File: src/rtl/mem_ctrl_fc.sv
// Memory-side responder: serialises one SLB load/store or one instruction fetch
// at a time onto the byte-wide RAM port and returns 32-bit little-endian words.
//
//   state   | meaning
//   --------+-----------------------------------------------------------
//   IDLE    | free to accept a request (SLB has priority over fetch)
//   LOAD    | SLB 4-byte read, one byte lane per cycle
//   FETCH   | fetch 4-byte read, one byte lane per cycle
//   STORE   | SLB store, one byte written per cycle
//   IO_WAIT | store to the IO port blocked while io_buffer_full is high
//   RESP    | holding load data until the SLB takes it
module mem_ctrl_fc #(
    parameter int                   AddrWidth = 32,
    parameter logic [AddrWidth-1:0] IoAddr    = 32'h30000
) (
    input  logic                 clk,
    input  logic                 rst,
    input  logic                 is_exception,
    input  logic [AddrWidth-1:0] addr_from_slb,
    input  logic [31:0]          data_from_slb,
    input  logic [2:0]           len_from_slb,
    input  logic                 is_empty_from_slb,
    input  logic                 is_store_from_slb,
    input  logic                 is_receive_from_slb,
    output logic [31:0]          data_to_slb,
    output logic                 is_stall_to_slb,
    output logic                 is_finish_to_slb,
    output logic                 is_instr_to_slb,
    input  logic [AddrWidth-1:0] addr_from_if,
    input  logic                 is_req_from_if,
    output logic [31:0]          instr_to_if,
    output logic                 is_finish_to_if,
    input  logic [7:0]           mem_din,
    output logic [7:0]           mem_dout,
    output logic [AddrWidth-1:0] mem_a,
    output logic                 mem_wr,
    input  logic                 io_buffer_full
);

    typedef enum logic [2:0] {
        S_IDLE,
        S_LOAD,
        S_FETCH,
        S_STORE,
        S_IO_WAIT,
        S_RESP
    } state_t;

    state_t               state;
    logic [AddrWidth-1:0] addr_q;
    logic [31:0]          data_q;
    logic [2:0]           len_q;
    logic [2:0]           cnt;
    logic [2:0]           cnt_nxt;
    logic [23:0]          word_q;

    // Anything other than 1 or 2 bytes is written as a full word.
    function automatic logic [2:0] norm_len(input logic [2:0] len);
        case (len)
            3'd1:    norm_len = 3'd1;
            3'd2:    norm_len = 3'd2;
            default: norm_len = 3'd4;
        endcase
    endfunction

    function automatic logic [7:0] store_byte(input logic [31:0] d, input logic [1:0] k);
        case (k)
            2'd0:    store_byte = d[7:0];
            2'd1:    store_byte = d[15:8];
            2'd2:    store_byte = d[23:16];
            default: store_byte = d[31:24];
        endcase
    endfunction

    always_comb begin
        cnt_nxt = cnt + 3'd1;
    end

    always_ff @(posedge clk or posedge rst) begin
        if (rst) begin
            state            <= S_IDLE;
            addr_q           <= '0;
            data_q           <= '0;
            len_q            <= '0;
            cnt              <= '0;
            word_q           <= '0;
            data_to_slb      <= '0;
            is_stall_to_slb  <= 1'b0;
            is_finish_to_slb <= 1'b0;
            is_instr_to_slb  <= 1'b0;
            instr_to_if      <= '0;
            is_finish_to_if  <= 1'b0;
            mem_dout         <= '0;
            mem_a            <= '0;
            mem_wr           <= 1'b0;
        end else begin
            is_finish_to_if <= 1'b0;
            case (state)
                S_IDLE: begin
                    is_finish_to_slb <= 1'b0;
                    is_instr_to_slb  <= 1'b0;
                    mem_wr           <= 1'b0;
                    if (!is_exception) begin
                        if (!is_empty_from_slb) begin
                            addr_q          <= addr_from_slb;
                            data_q          <= data_from_slb;
                            len_q           <= norm_len(len_from_slb);
                            cnt             <= '0;
                            mem_a           <= addr_from_slb;
                            is_stall_to_slb <= 1'b1;
                            if (is_store_from_slb) begin
                                if (addr_from_slb == IoAddr && io_buffer_full) begin
                                    state <= S_IO_WAIT;
                                end else begin
                                    state    <= S_STORE;
                                    mem_wr   <= 1'b1;
                                    mem_dout <= data_from_slb[7:0];
                                end
                            end else begin
                                state <= S_LOAD;
                            end
                        end else if (is_req_from_if) begin
                            addr_q          <= addr_from_if;
                            cnt             <= '0;
                            mem_a           <= addr_from_if;
                            is_stall_to_slb <= 1'b1;
                            state           <= S_FETCH;
                        end
                    end
                end

                S_LOAD, S_FETCH: begin
                    if (is_exception) begin
                        state           <= S_IDLE;
                        is_stall_to_slb <= 1'b0;
                    end else if (cnt == 3'd3) begin
                        if (state == S_LOAD) begin
                            data_to_slb      <= {mem_din, word_q};
                            is_finish_to_slb <= 1'b1;
                            is_instr_to_slb  <= 1'b1;
                            state            <= S_RESP;
                        end else begin
                            instr_to_if     <= {mem_din, word_q};
                            is_finish_to_if <= 1'b1;
                            is_stall_to_slb <= 1'b0;
                            state           <= S_IDLE;
                        end
                    end else begin
                        // mem_din carries the byte addressed in the previous cycle.
                        case (cnt[1:0])
                            2'd0:    word_q[7:0]   <= mem_din;
                            2'd1:    word_q[15:8]  <= mem_din;
                            default: word_q[23:16] <= mem_din;
                        endcase
                        cnt   <= cnt_nxt;
                        mem_a <= addr_q + AddrWidth'(cnt_nxt);
                    end
                end

                S_STORE: begin
                    // Exceptions are ignored here so a committed store never tears.
                    if (cnt_nxt == len_q) begin
                        mem_wr           <= 1'b0;
                        is_finish_to_slb <= 1'b1;
                        is_instr_to_slb  <= 1'b0;
                        is_stall_to_slb  <= 1'b0;
                        state            <= S_IDLE;
                    end else begin
                        cnt      <= cnt_nxt;
                        mem_a    <= addr_q + AddrWidth'(cnt_nxt);
                        mem_dout <= store_byte(data_q, cnt_nxt[1:0]);
                    end
                end

                S_IO_WAIT: begin
                    if (!io_buffer_full) begin
                        state    <= S_STORE;
                        cnt      <= '0;
                        mem_a    <= addr_q;
                        mem_wr   <= 1'b1;
                        mem_dout <= data_q[7:0];
                    end
                end

                S_RESP: begin
                    if (is_exception || is_receive_from_slb) begin
                        is_finish_to_slb <= 1'b0;
                        is_instr_to_slb  <= 1'b0;
                        is_stall_to_slb  <= 1'b0;
                        state            <= S_IDLE;
                    end
                end

                default: begin
                    state           <= S_IDLE;
                    mem_wr          <= 1'b0;
                    is_stall_to_slb <= 1'b0;
                end
            endcase
        end
    end

endmodule

File: config.mk
export PLATFORM = sky130hd
export DESIGN_NAME = mem_ctrl_fc
export DESIGN_NICKNAME = d
export VERILOG_FILES = /design/src/rtl/mem_ctrl_fc.sv
export SDC_FILE = /design/constraint.sdc
export NUM_CORES = 1
export LEC_CHECK = 0
export ABC_CLOCK_PERIOD_IN_PS = 8950
export BUFFER_PORTS_ARGS = -buffer_cell sky130_fd_sc_hd__buf_2
export CORE_AREA = 5 5 167 169
export CTS_BUF_LIST = sky130_fd_sc_hd__clkbuf_2
export DETAILED_ROUTE_END_ITERATION = 7
export DIE_AREA = 0 0 172 174
export HOLD_SLACK_MARGIN = 0.02
export PLACE_DENSITY_LB_ADDON = 0.25
export SETUP_SLACK_MARGIN = 0.05
export SYNTH_ARGS = -nofsm -noshare
export SYNTH_HDL_FRONTEND = slang
export SYNTH_SLANG_ARGS = --single-unit
File: constraint.sdc
create_clock -name clk -period 8.95 [get_ports clk]
set_clock_uncertainty 0.2 [all_clocks]
set_input_delay 2.2375 -clock clk [delete_from_list [all_inputs] [get_ports clk]]
set_output_delay 2.2375 -clock clk [all_outputs]
set_load 0.05 [all_outputs]
-- Word-level counts from Yosys, hierarchy flattened
Cells that the tools add are included.
- equality and inequality tests: 29
- reductions and logical operators: 24
- bitwise gates (word level): 7
- mux-type cells: 62
- add/sub/neg operators: 2
- operator list (operator ; number):
    $mux W32 ; 7
    $pmux W32 S4 ; 1
    $mux W3 ; 18
    $mux W8 ; 6
    $pmux W8 S3 ; 2
    $add A32 B3 Y32 ; 1
    $eq A32 B18 Y1 const B ; 1
    $ne A2 B2 Y1 const B ; 12
    $mux W1 ; 21
    $reduce_and A7 Y1 ; 3
    $reduce_and A4 Y1 ; 5
    $pmux W3 S5 ; 1
    $eq A3 B2 Y1 const B ; 4
    $pmux W1 S4 ; 3
    $pmux W3 S4 ; 1
    $reduce_and A6 Y1 ; 2
    $ne A3 B3 Y1 const B ; 3
    $reduce_and A3 Y1 ; 3
    $reduce_bool A4 Y1 ; 2
    $not A1 Y1 ; 7
    $eq A3 B1 Y1 const B ; 2
    $eq A3 B3 Y1 const B ; 2
    $pmux W3 S2 ; 1
    $pmux W1 S5 ; 1
    other kinds (12) ; 15
- register bits: 206
- output and inout port bits: 109
- input port bits: 115

-- Logic depth before layout (Yosys ltp)
Gate-level depths: netlist of run 1.
- word-level depth: 7
- mapped depth: 10
- gate-level depth less buffers: 9

-- Worst setup path before layout of run 1
No wires, ideal clock.
- path kind: input-to-reg
- from: input port is_exception
- to: register word_q[16]
- arrival: 3571 ps
- slack: 5054 ps
- stages: 6
- data required time: 8625 ps
- buffers on the path: 2
- cells stage by stage: clkbuf_1 > nor3_1 > o21ai_0 > or3_1 > clkbuf_1 > mux2_2
- cells in the longest elaborated chain, start to end: 2
- RTL lines (what ; line ; RTL):
    from (decl) ; 18 ; input logic is_exception,
    $not A1 Y1 (no source line) ; -- ;
    $reduce_and A4 Y1 (no source line) ; -- ;
    to (signal assigned) ; 153 ; default: word_q[23:16] <= mem_din;
    to (decl) ; 55 ; logic [23:0] word_q;
Every way passes these cells.
A chain may end at the register's enable or synchronous reset.

-- Worst setup path after layout of run 1
- from: register mem_a[17]
- to: output port mem_a[17]
- RTL lines (what ; line ; RTL):
    from (decl) ; 35 ; output logic [AddrWidth-1:0] mem_a,
    from (signal assigned) ; 109 ; mem_a <= addr_from_slb;
    from (signal assigned) ; 125 ; mem_a <= addr_from_if;
    from (signal assigned) ; 156 ; mem_a <= addr_q + AddrWidth'(cnt_nxt);
No word-level cell between the ends.

==> flow_metrics.env, run 1 <==
export IMPL_synth_edf_count=0
export IMPL_r2r_end="mem_a[24]"
export IMPL_power_density_mw_per_mm2=392
export IMPL_ctsRootBufferMaster="clkbuf_2"
export IMPL_wire_per_inst_um=18.9
export IMPL_rows=60
export IMPL_hpwlAfterDp_um=21000
export IMPL_cp_max_fo=2
export IMPL_slowest_stage="dfrtp_1"
export IMPL_end_kind="output port"
export IMPL_drive_above_1_share=0.352
export IMPL_final_nets=1362
export IMPL_synth_most_common_cell="dfrtp_1"
export IMPL_hold_path_end="mem_a[7]"
export IMPL_clk_latency_ns=0.84
export IMPL_r2r_start="cnt[0]"
export IMPL_path_buf_inv=1
export IMPL_min_path_type="reg2reg"
export IMPL_overflow=0
export IMPL_routed_wl_um=30600
export IMPL_finalPower_mw=4.79
export IMPL_leakage_nw=6.16
export IMPL_postCtsSetupRepairBufs=0
export IMPL_grtUsageTotal=0.200
export IMPL_drv_cap=0
export IMPL_synth_seq_area_share=0.500
export IMPL_rsz0062_at_grt="no"
export IMPL_hp_start="mem_a[7]"
export IMPL_reg2reg_depth=8
export IMPL_grt_max_degree=125
export IMPL_crit_arrival_ns=1.53
export IMPL_synth_distinct_cells=69
export IMPL_worst_setup_path_start_kind="flip-flop"
export IMPL_crit_family="flip-flops"
export IMPL_setup_violations_final=0
export IMPL_ios=224
export IMPL_min_period_ns=3.96
export IMPL_numCtsBuffers=56
export IMPL_yosysWarnings=0
export IMPL_utilization=0.463
export IMPL_synth_common_cells="dfrtp_1 (206), nand2_1 (180), mux2_2 (106), nor2_1 (68), o21ai_0 (62)"
export IMPL_drv_slew=0
export IMPL_antenna_left=0
export IMPL_cts_hold_buf=0
export IMPL_synthTopCellsByArea="dfrtp_1 (50%), mux2_2 (12%), nand2_1 (6.6%), mux2i_1 (3.1%), o21ai_0 (3.0%)"
export IMPL_syn_nets=1132
export IMPL_syn_inst=1005
export IMPL_fin_crit_sh=0.443
export IMPL_cts_buffer_depth=3
export IMPL_grt_pass1_vias=8669
export IMPL_synth_area_sq_mm=0.0103
export IMPL_synth_avg_cell_area_sq_um=10.3
export IMPL_antenna_found_initial=4
export IMPL_routed_via_density=5.36
export IMPL_firstDrtPassIters=5
export IMPL_max_stage_delay_ns=0.41
export IMPL_synth_top_area_share=0.500
export IMPL_slew_headroom=0.132
export IMPL_cts_sinks=206
export IMPL_vias=8678
export IMPL_synthFlopType="dfrtp_1"
export IMPL_port_buffers=223
export IMPL_grt_pass1_wl_um=48100
export IMPL_tritoncts="built"
export IMPL_outcome="finished clean"
export IMPL_drc=0
export IMPL_cts_resized=0
export IMPL_clk_pin_slew_ns=0.09
export IMPL_ctsHtreeMaxLevel=2
export IMPL_crit_chain="buf_2"
export IMPL_synth_top_area_cell="dfrtp_1"
export IMPL_start_util=0.390
export IMPL_worstPathRequired_ns=6.51
export IMPL_tightest_slew_ns=1.29
export IMPL_die_area_sq_mm=0.0299
export IMPL_irDropWorstVdd_uv=167
export IMPL_die_h_um=174
export IMPL_fp_coreArea_sq_mm=0.0264
export IMPL_place_gp_congestion=0.822
export IMPL_setup_tns_ns=0
export IMPL_drt_first_iter_violations=594
export IMPL_async_flop_share=1.00
export IMPL_final_hold_violation_count=0
export IMPL_crit_type="reg2out"
export IMPL_yosys_register_bits=206
export IMPL_syn2layout_area_growth_pct=18.6
export IMPL_die_w_um=172
export IMPL_worst_r2r_setup_slack_ns=5.49
export IMPL_max_freq_mhz=252
export IMPL_hold_path_cell_count=2
[per-layer routing]
metal | vias to the layer above | share of wire | track usage
met5 | - | 0.00043 | 0
met4 | 2 | 0.020 | 0.0580
met3 | 51 | 0.063 | 0.0393
met2 | 282 | 0.48 | 0.322
met1 | 4237 | 0.44 | 0.275
li1 | 4106 | - | -
[metrics by stage]
| stage | hold WS (ns) | setup WS (ns) | area, sq um | instances |
|---|---|---|---|---|
| 2_1_floorplan | 0.246 | 0.888 | 10300 | 1005 |
| 3_5_place_dp | 0.264 | 4.27 | 11700 | 1518 |
| 6_report | 0.275 | 4.99 | 12200 | 1619 |
| 4_1_cts | 0.285 | 4.89 | 12200 | 1616 |
| 3_3_place_gp | 0.259 | 4.36 | 11700 | 1518 |
| 5_1_grt | 0.303 | 4.88 | 12200 | 1619 |
[kinds of logic after synthesis]
| group | count (synthesis) | share of synthesized area |
|---|---|---|
| flip-flops | 206 | 0.500 |
| XOR/XNOR | 14 | 0.0119 |
| AND/OR/NAND/NOR | 349 | 0.152 |
| adder cells (fa/ha/maj) | 12 | 0.0153 |
| AO/OA/AOI/OAI | 206 | 0.134 |
| multiplexers | 143 | 0.154 |
| buffers and inverters | 75 | 0.0330 |
[how the worst max path moves through the flow]
stage	from	endpoint	slack [ns]	cells after the start
finish	mem_a[17]	mem_a[17]	4.99	1
global route	instr_to_if[26]	instr_to_if[26]	4.88	1
CTS	mem_dout[6]	mem_dout[6]	4.89	1
detailed placement	is_empty_from_slb	mem_a[21]	4.27	8
global placement	is_empty_from_slb	mem_a[27]	4.36	8
floorplan	rst	addr_q[0]	0.89	1
[layout make-up]
class	count	area, sq um
fill	2632	14200
clock inverter	13	128
antenna	3	7.51
clock buffer	85	425
inverter	11	48.8
tap	341	427
timing repair buffer	236	1210
sequential	206	5150
multi-input combinational	724	4830
[tightest hold or removal path, stage by stage, from the launching register on]
cell	delay, ns
dfrtp_1	0.34
nand2_1	0.04
o21ai_0	0.05
[sequential cells by signal, indices dropped and copies added, names as in the netlist]
signal,count
addr_q,32
cnt,3
data_q,32
data_to_slb,32
instr_to_if,32
is_finish_to_if,1
is_finish_to_slb,1
is_instr_to_slb,1
is_stall_to_slb,1
len_q,3
mem_a,32
mem_dout,8
mem_wr,1
state,3
word_q,24
[layout by cell type, fill, tap and decap left out, types with 9 or more instances in the layout]
| cell | instances |
|---|---|
| o21ai_0 | 62 |
| and2_1 | 11 |
| xor2_1 | 9 |
| nor3_1 | 13 |
| clkbuf_2 | 85 |
| o221ai_1 | 9 |
| nand4_1 | 23 |
| nor2_1 | 66 |
| ha_1 | 11 |
| buf_2 | 223 |
| buf_4 | 13 |
| a221o_1 | 12 |
| inv_1 | 10 |
| mux2i_1 | 32 |
| mux2_2 | 106 |
| nand2_1 | 180 |
| clkinv_1 | 10 |
| dfrtp_1 | 206 |
| nand3_1 | 15 |
| a21oi_1 | 48 |
[power by group]
group / switching (mW) / total (mW) / internal (mW) / leakage, nW
clock network: 0.393 / 0.729 / 0.336 / 0.411
logic: 1.62 / 2.41 / 0.786 / 3.13
registers: 0.329 / 1.66 / 1.33 / 2.62
total: 2.34 / 4.79 / 2.45 / 6.16
(Power assumes the default switching activity.)
==> inputs of run 2 (changes only) <==
--- a/config.mk
+++ b/config.mk
@@ -5,7 +5,7 @@
 export SDC_FILE = /design/constraint.sdc
 export NUM_CORES = 1
 export LEC_CHECK = 0
-export ABC_CLOCK_PERIOD_IN_PS = 8950
+export ABC_CLOCK_PERIOD_IN_PS = 3770
 export BUFFER_PORTS_ARGS = -buffer_cell sky130_fd_sc_hd__buf_2
 export CORE_AREA = 5 5 167 169
 export CTS_BUF_LIST = sky130_fd_sc_hd__clkbuf_2
==> constraint.sdc (replaced) <==
create_clock -name clk -period 3.77 [get_ports clk]
set_clock_uncertainty 0.2 [all_clocks]
set_input_delay 0.9425 -clock clk [delete_from_list [all_inputs] [get_ports clk]]
set_output_delay 0.9425 -clock clk [all_outputs]
set_load 0.05 [all_outputs]
==> run 2 against run 1 <==
Via count decreased by 0.33%. Sequential cell count is the same. Cell count is 0.25% higher. Global-route usage barely moved. Power is 130% higher. First-iteration DRC count up 4.7%. Sequential power grew 130%. Register-to-register slack got worse by 4.8 ns. Utilization rose by 0.11 points.
==> flow_metrics.env, run 2 (same netlist as run 1, synthesis figures left out) <==
export IMPL_outcome="finished clean"
export IMPL_slowest_stage="nor3_2"
export IMPL_crit_arrival_ns=3.64
export IMPL_setup_violations_final=0
export IMPL_grt_pass1_vias=8602
export IMPL_m1WireLength_um=13300
export IMPL_routed_wl_um=30500
export IMPL_utilization=0.464
export IMPL_wl_met3_um=2200
export IMPL_cts_buffer_depth=3
export IMPL_power_density_mw_per_mm2=911
export IMPL_clk_pin_slew_ns=0.11
export IMPL_hp_start="data_from_slb[17]"
export IMPL_hpwlAfterDp_um=21700
export IMPL_fin_crit_sh=0.819
export IMPL_final_hold_violation_count=0
export IMPL_place_gp_congestion=0.885
export IMPL_clk_latency_ns=0.86
export IMPL_start_util=0.390
export IMPL_fp_coreArea_sq_mm=0.0264
export IMPL_wire_per_inst_um=18.8
export IMPL_r2r_start="cnt[0]"
export IMPL_startpoint="cnt[0]"
export IMPL_worst_r2r_setup_slack_ns=0.68
export IMPL_cts_sinks=206
export IMPL_min_path_type="in2reg"
export IMPL_drt_first_iter_violations=622
export IMPL_die_h_um=174
export IMPL_finalPower_mw=11.2
export IMPL_crit_type="reg2reg"
export IMPL_drive_above_1_share=0.353
export IMPL_ctsHtreeMaxLevel=2
export IMPL_final_cell_mix="buf_2 (223), dfrtp_1 (206), nand2_1 (180), mux2_2 (106), clkbuf_2 (77)"
export IMPL_die_w_um=172
export IMPL_firstDrtPassIters=5
export IMPL_grtUsageTotal=0.200
export IMPL_cp_max_fo=8
export IMPL_path_buf_inv=1
export IMPL_port_buffers=223
export IMPL_final_nets=1373
export IMPL_tritoncts="built"
export IMPL_wl_met2_um=14100
export IMPL_highest_layer="met5"
export IMPL_postCtsSetupRepairBufs=0
export IMPL_syn2layout_area_growth_pct=18.9
export IMPL_rsz0062_at_grt="no"
export IMPL_ctsRootBufferMaster="clkbuf_2"
export IMPL_vias=8649
export IMPL_final_common_cell="buf_2"
export IMPL_drc=0
export IMPL_max_freq_mhz=324
export IMPL_leakage_nw=6.15
export IMPL_die_area_sq_mm=0.0299
export IMPL_min_period_ns=3.09
export IMPL_grt_max_degree=64
export IMPL_tightest_slew_ns=0.959
export IMPL_rows=60
export IMPL_routed_via_density=5.33
export IMPL_drv_slew=0
export IMPL_antenna_found_initial=4
export IMPL_irDropWorstVdd_uv=417
export IMPL_ios=224
export IMPL_grt_pass1_wl_um=47800
export IMPL_crit_chain="ha_1 > ha_1 > inv_1 > ha_1 > nor2_1 > nor3_2 > nand4_1 > xnor2_1 > a221o_1"
export IMPL_finish_instance_area_sq_mm=0.0123
export IMPL_worst_setup_path_start_kind="flip-flop"
export IMPL_worstPathRequired_ns=4.32
export IMPL_drv_cap=0
export IMPL_end_kind="flip-flop"
export IMPL_max_stage_delay_ns=0.52
export IMPL_numCtsBuffers=55
export IMPL_overflow=0
export IMPL_crit_family="adder cells"
export IMPL_critPathMostFrequentCell="ha_1"
export IMPL_slew_headroom=0.360
export IMPL_antenna_left=0
export IMPL_placed_cell_area_sq_mm=0.0118
-- run 2: what timing repair did --
item / in CTS / in global routing
resized for setup: 0 / 1
hold buffers: 2 / 0
endpoints found under the hold margin: 28 / 0
endpoints found under the setup margin: 0 / 2
-- run 2: worst paths after layout --
kind | endpoint | depth (start not counted)
hold reg to reg | mem_a[14] | 2
hold / removal | data_q[17] | 3
setup reg to reg | mem_a[27] | 9
max in group asynchronous | data_to_slb[26] | 4
setup / recovery | mem_a[27] | 9
min in group asynchronous | data_to_slb[13] | 3
-- run 2: power by group --
part	leakage [nW]	internal (mW)	total (mW)	switching, mW
clock network	0.342	0.549	1.47	0.922
registers	2.62	3.16	3.90	0.747
logic	3.19	1.91	5.80	3.88
-- run 2: worst min-delay path, cell delays in order --
cell	delay [ns]
buf_2	0.07
nand2_1	0.04
nand2_1	0.04
-- run 2: routing by layer --
metal	vias to the layer above	track usage
met5	-	0
met1	4142	0.275
met3	59	0.0425
met2	317	0.314
li1	4127	-
met4	4	0.0681
-- run 2: through the flow --
| stage | setup TNS [ns] | setup slack (ns) | hold WS (ns) | std cells |
|---|---|---|---|---|
| 3_5_place_dp | 0 | 0.349 | 0.266 | 1528 |
| 3_3_place_gp | 0 | 0.401 | 0.259 | 1528 |
| 6_report | 0 | 0.681 | 0.122 | 1623 |
| 5_1_grt | 0 | 0.411 | 0.0663 | 1623 |
| 2_1_floorplan | -9.22 | -0.0448 | 0.246 | 1005 |
| 4_1_cts | 0 | 0.337 | 0.0207 | 1621 |
-- run 2: final cells by class --
| type | count | area (sq um) |
|---|---|---|
| tap | 341 | 427 |
| antenna | 2 | 5.00 |
| clock inverter | 14 | 65.1 |
| fill | 2627 | 14200 |
| sequential | 206 | 5150 |
| inverter | 11 | 45.0 |
| multi-input combinational | 724 | 4830 |
| clock buffer | 77 | 385 |
| timing repair buffer | 248 | 1350 |
==> inputs of run 3 (changes only) <==
--- a/config.mk
+++ b/config.mk
@@ -5,7 +5,8 @@
 export SDC_FILE = /design/constraint.sdc
 export NUM_CORES = 1
 export LEC_CHECK = 0
-export ABC_CLOCK_PERIOD_IN_PS = 3770
+export ABC_AREA = 1
+export ABC_CLOCK_PERIOD_IN_PS = 3100
 export BUFFER_PORTS_ARGS = -buffer_cell sky130_fd_sc_hd__buf_2
 export CORE_AREA = 5 5 167 169
 export CTS_BUF_LIST = sky130_fd_sc_hd__clkbuf_2
==> constraint.sdc (replaced) <==
create_clock -name clk -period 3.1 [get_ports clk]
set_clock_uncertainty 0.2 [all_clocks]
set_input_delay 0.775 -clock clk [delete_from_list [all_inputs] [get_ports clk]]
set_output_delay 0.775 -clock clk [all_outputs]
set_load 0.05 [all_outputs]
==> run 3 against run 2 <==
Cell count increased by 27%. Worst hold slack got worse by 0.039 ns. Non-clock buffer count increased by 37. Register-to-register slack got worse by 0.32 ns. Worst setup slack got worse by 0.32 ns. Sequential share of layout area decreased by 1.7 points. Wire length increased by 5.5%. Sequential cell count unchanged. Power increased by 28%. Maximum frequency increased by 13%. Via count increased by 18%. Largest power group unchanged.
==> flow_metrics.env, run 3 <==
export IMPL_tritoncts="built"
export IMPL_drt_first_iter_violations=634
export IMPL_synth_top_area_cell="dfrtp_1"
export IMPL_synth_edf_count=0
export IMPL_hpwlAfterDp_um=22600
export IMPL_met3_usage=0.0482
export IMPL_routed_via_density=4.93
export IMPL_fin_crit_sh=0.882
export IMPL_synth_top_area_share=0.498
export IMPL_final_common_cell="nand2_1"
export IMPL_p_int_mw=6.76
export IMPL_pwr_share_seq=0.335
export IMPL_rsz0062_at_grt="no"
export IMPL_fin_cells=2060
export IMPL_overflow=0
export IMPL_irDropWorstVdd_uv=630
export IMPL_max_freq_mhz=366
export IMPL_synth_avg_cell_area_sq_um=7.42
export IMPL_synth_distinct_cells=34
export IMPL_cp_max_fo=34
export IMPL_antenna_found_initial=4
export IMPL_setup_violations_final=0
export IMPL_final_hold_violation_count=0
export IMPL_min_period_ns=2.74
export IMPL_syn_inst=1395
export IMPL_place_gp_congestion=0.887
export IMPL_grt_pass1_wl_um=51900
export IMPL_grtUsageTotal=0.214
export IMPL_crit_arrival_ns=3.16
export IMPL_utilization=0.484
export IMPL_clk_latency_ns=0.84
export IMPL_postCtsSetupRepairBufs=0
export IMPL_finish_instance_area_sq_mm=0.0128
export IMPL_fill_cells=2755
export IMPL_drc=0
export IMPL_syn2layout_area_growth_pct=23.4
export IMPL_die_area_sq_mm=0.0299
export IMPL_min_path_type="in2reg"
export IMPL_grt_pass1_vias=10050
export IMPL_wire_per_inst_um=15.6
export IMPL_routed_wl_um=32200
export IMPL_switchingPower_mw=7.53
export IMPL_syn_nets=1522
export IMPL_cts_sinks=206
export IMPL_dp_cells=1919
export IMPL_port_buffers=223
export IMPL_synth_common_cells="nand2_1 (567), dfrtp_1 (206), o21ai_0 (124), nor2_1 (118), inv_1 (95)"
export IMPL_grt_max_degree=66
export IMPL_start_util=0.392
export IMPL_fp_coreArea_sq_mm=0.0264
export IMPL_ctsHtreeMaxLevel=2
export IMPL_finalPower_mw=14.3
export IMPL_ctsRootBufferMaster="clkbuf_2"
export IMPL_slew_headroom=0.350
export IMPL_drv_slew=0
export IMPL_die_w_um=172
export IMPL_grt_most_used_layer="met2"
export IMPL_yosys_register_bits=206
export IMPL_yosysWarnings=0
export IMPL_numCtsBuffers=57
export IMPL_drv_cap=0
export IMPL_grt_met2_usage=0.349
export IMPL_tightest_slew_ns=0.973
export IMPL_power_density_mw_per_mm2=1120
export IMPL_path_buf_inv=1
export IMPL_final_nets=1809
export IMPL_async_flop_share=1.00
export IMPL_worstPathRequired_ns=3.52
export IMPL_crit_chain="inv_1 > ha_1 > xnor2_1 > nand4_2 > nand3_1 > nor2_4 > o21ai_0"
export IMPL_seqCellArea_sq_mm=0.00515
export IMPL_synth_area_sq_mm=0.0104
export IMPL_crit_type="reg2reg"
export IMPL_slowest_stage="nor2_4"
export IMPL_worst_setup_path_start_kind="flip-flop"
export IMPL_grt_use_met1=0.279
export IMPL_synthTopCellsByArea="dfrtp_1 (50%), nand2_1 (21%), o21ai_0 (6.0%), nand3_1 (4.5%), nor2_1 (4.3%)"
export IMPL_antenna_left=0
export IMPL_pwr_share_comb=0.526
export IMPL_clockPowerShare=0.140
export IMPL_vias=10166
export IMPL_firstDrtPassIters=6
export IMPL_clk_pin_slew_ns=0.10
export IMPL_swShare=0.527
export IMPL_synthFlopType="dfrtp_1"
export IMPL_synth_seq_area_share=0.498
export IMPL_final_cell_mix="nand2_1 (567), buf_2 (223), dfrtp_1 (206), o21ai_0 (124), nor2_1 (115)"
export IMPL_multi_input_area_sq_mm=0.00454
export IMPL_setup_tns_ns=0
export IMPL_crit_family="simple AND/OR/NAND/NOR gates"
export IMPL_outcome="finished clean"
export IMPL_synth_most_common_cell="nand2_1"
export IMPL_rows=60
export IMPL_cts_buffer_depth=3
export IMPL_max_stage_delay_ns=0.75
export IMPL_placed_cell_area_sq_mm=0.0118
export IMPL_ios=224
export IMPL_leakage_nw=6.77
export IMPL_die_h_um=174
export IMPL_end_kind="flip-flop"
export IMPL_drive_above_1_share=0.207
[run 3: cell types whose count changed after synthesis, moves of 11 or more]
| cell | previous run | this run |
|---|---|---|
| nand3_1 | 15 | 94 |
| nand2_1 | 180 | 567 |
| mux2_2 | 106 | 0 |
| o21ai_1 | 0 | 37 |
| and2_1 | 11 | 0 |
| nor2_1 | 68 | 118 |
| a21oi_1 | 48 | 35 |
| inv_1 | 11 | 95 |
| nand4_1 | 23 | 3 |
| a221o_1 | 12 | 0 |
| mux2i_1 | 32 | 0 |
| o21ai_0 | 62 | 124 |
[run 3: path summary, 6_finish.rpt]
kind / start / slack, ns / depth (start not counted) / to
min reg2reg: data_q[23] / 0.28 / 2 / data_q[23]
min in group asynchronous: rst / 0.35 / 3 / addr_q[28]
min: addr_from_slb[21] / 0.08 / 5 / addr_q[21]
max reg2reg: cnt[0] / 0.36 / 7 / cnt[1]
max in group asynchronous: rst / 1.51 / 4 / data_to_slb[22]
max: cnt[0] / 0.36 / 7 / cnt[1]
[run 3: power by group through the flow]
stage                     Sequential (mW)  Clock (mW)  Combinational (mW)
final                                4.78        2.00                7.51
after global routing                 4.93        2.22                8.32
after CTS                            4.77        2.08                7.56
after detailed placement             4.81           0                7.50
after global placement               4.81           0                7.38
after floorplan                      6.76           0                3.58
[run 3: worst reg2reg max path, stage by stage, from the launching register on]
cell	delay, ns
dfrtp_1	0.45
inv_1	0.16
ha_1	0.40
xnor2_1	0.19
nand4_2	0.11
nand3_1	0.12
nor2_4	0.75
o21ai_0	0.18
[run 3: through the flow]
step           hold slack (ns)  worst slack [ns]
6_report                0.0834             0.365
5_1_grt                 0.0452            0.0710
4_1_cts                 0.0222             0.275
3_5_place_dp             0.260             0.279
3_3_place_gp             0.256             0.319
2_1_floorplan            0.242            -0.547
[run 3: final cells by class]
cell class | instances | area share
Antenna cell | 3 | 0.000587
Clock buffer | 82 | 0.0321
Clock inverter | 11 | 0.00744
Inverter | 105 | 0.0313
Multi-Input combinational cell | 1027 | 0.355
Sequential cell | 206 | 0.403
Tap cell | 341 | 0.0334
Timing Repair Buffer | 285 | 0.136
[run 3: logic make-up after synthesis]
family | synth area share
and+or+nand+nor | 0.312
AOI/OAI and AO/OA | 0.109
DFF | 0.498
buffers and inverters | 0.0656
adders and majority gates | 0.0152
xor gates and xnor gates | 0.000846
[run 3: metal layers]
layer  share of wire  wire (um)
met1            0.43      13800
met2            0.47      15200
met3           0.070       2270
met4           0.027        861
met5         0.00040         13
[run 3: what timing repair did]
item / 4_1_cts / 5_1_grt
gates resized for setup: 0 / 3
hold buffers: 45 / 0
hold endpoints to repair: 68 / 0
setup endpoints to repair: 0 / 6
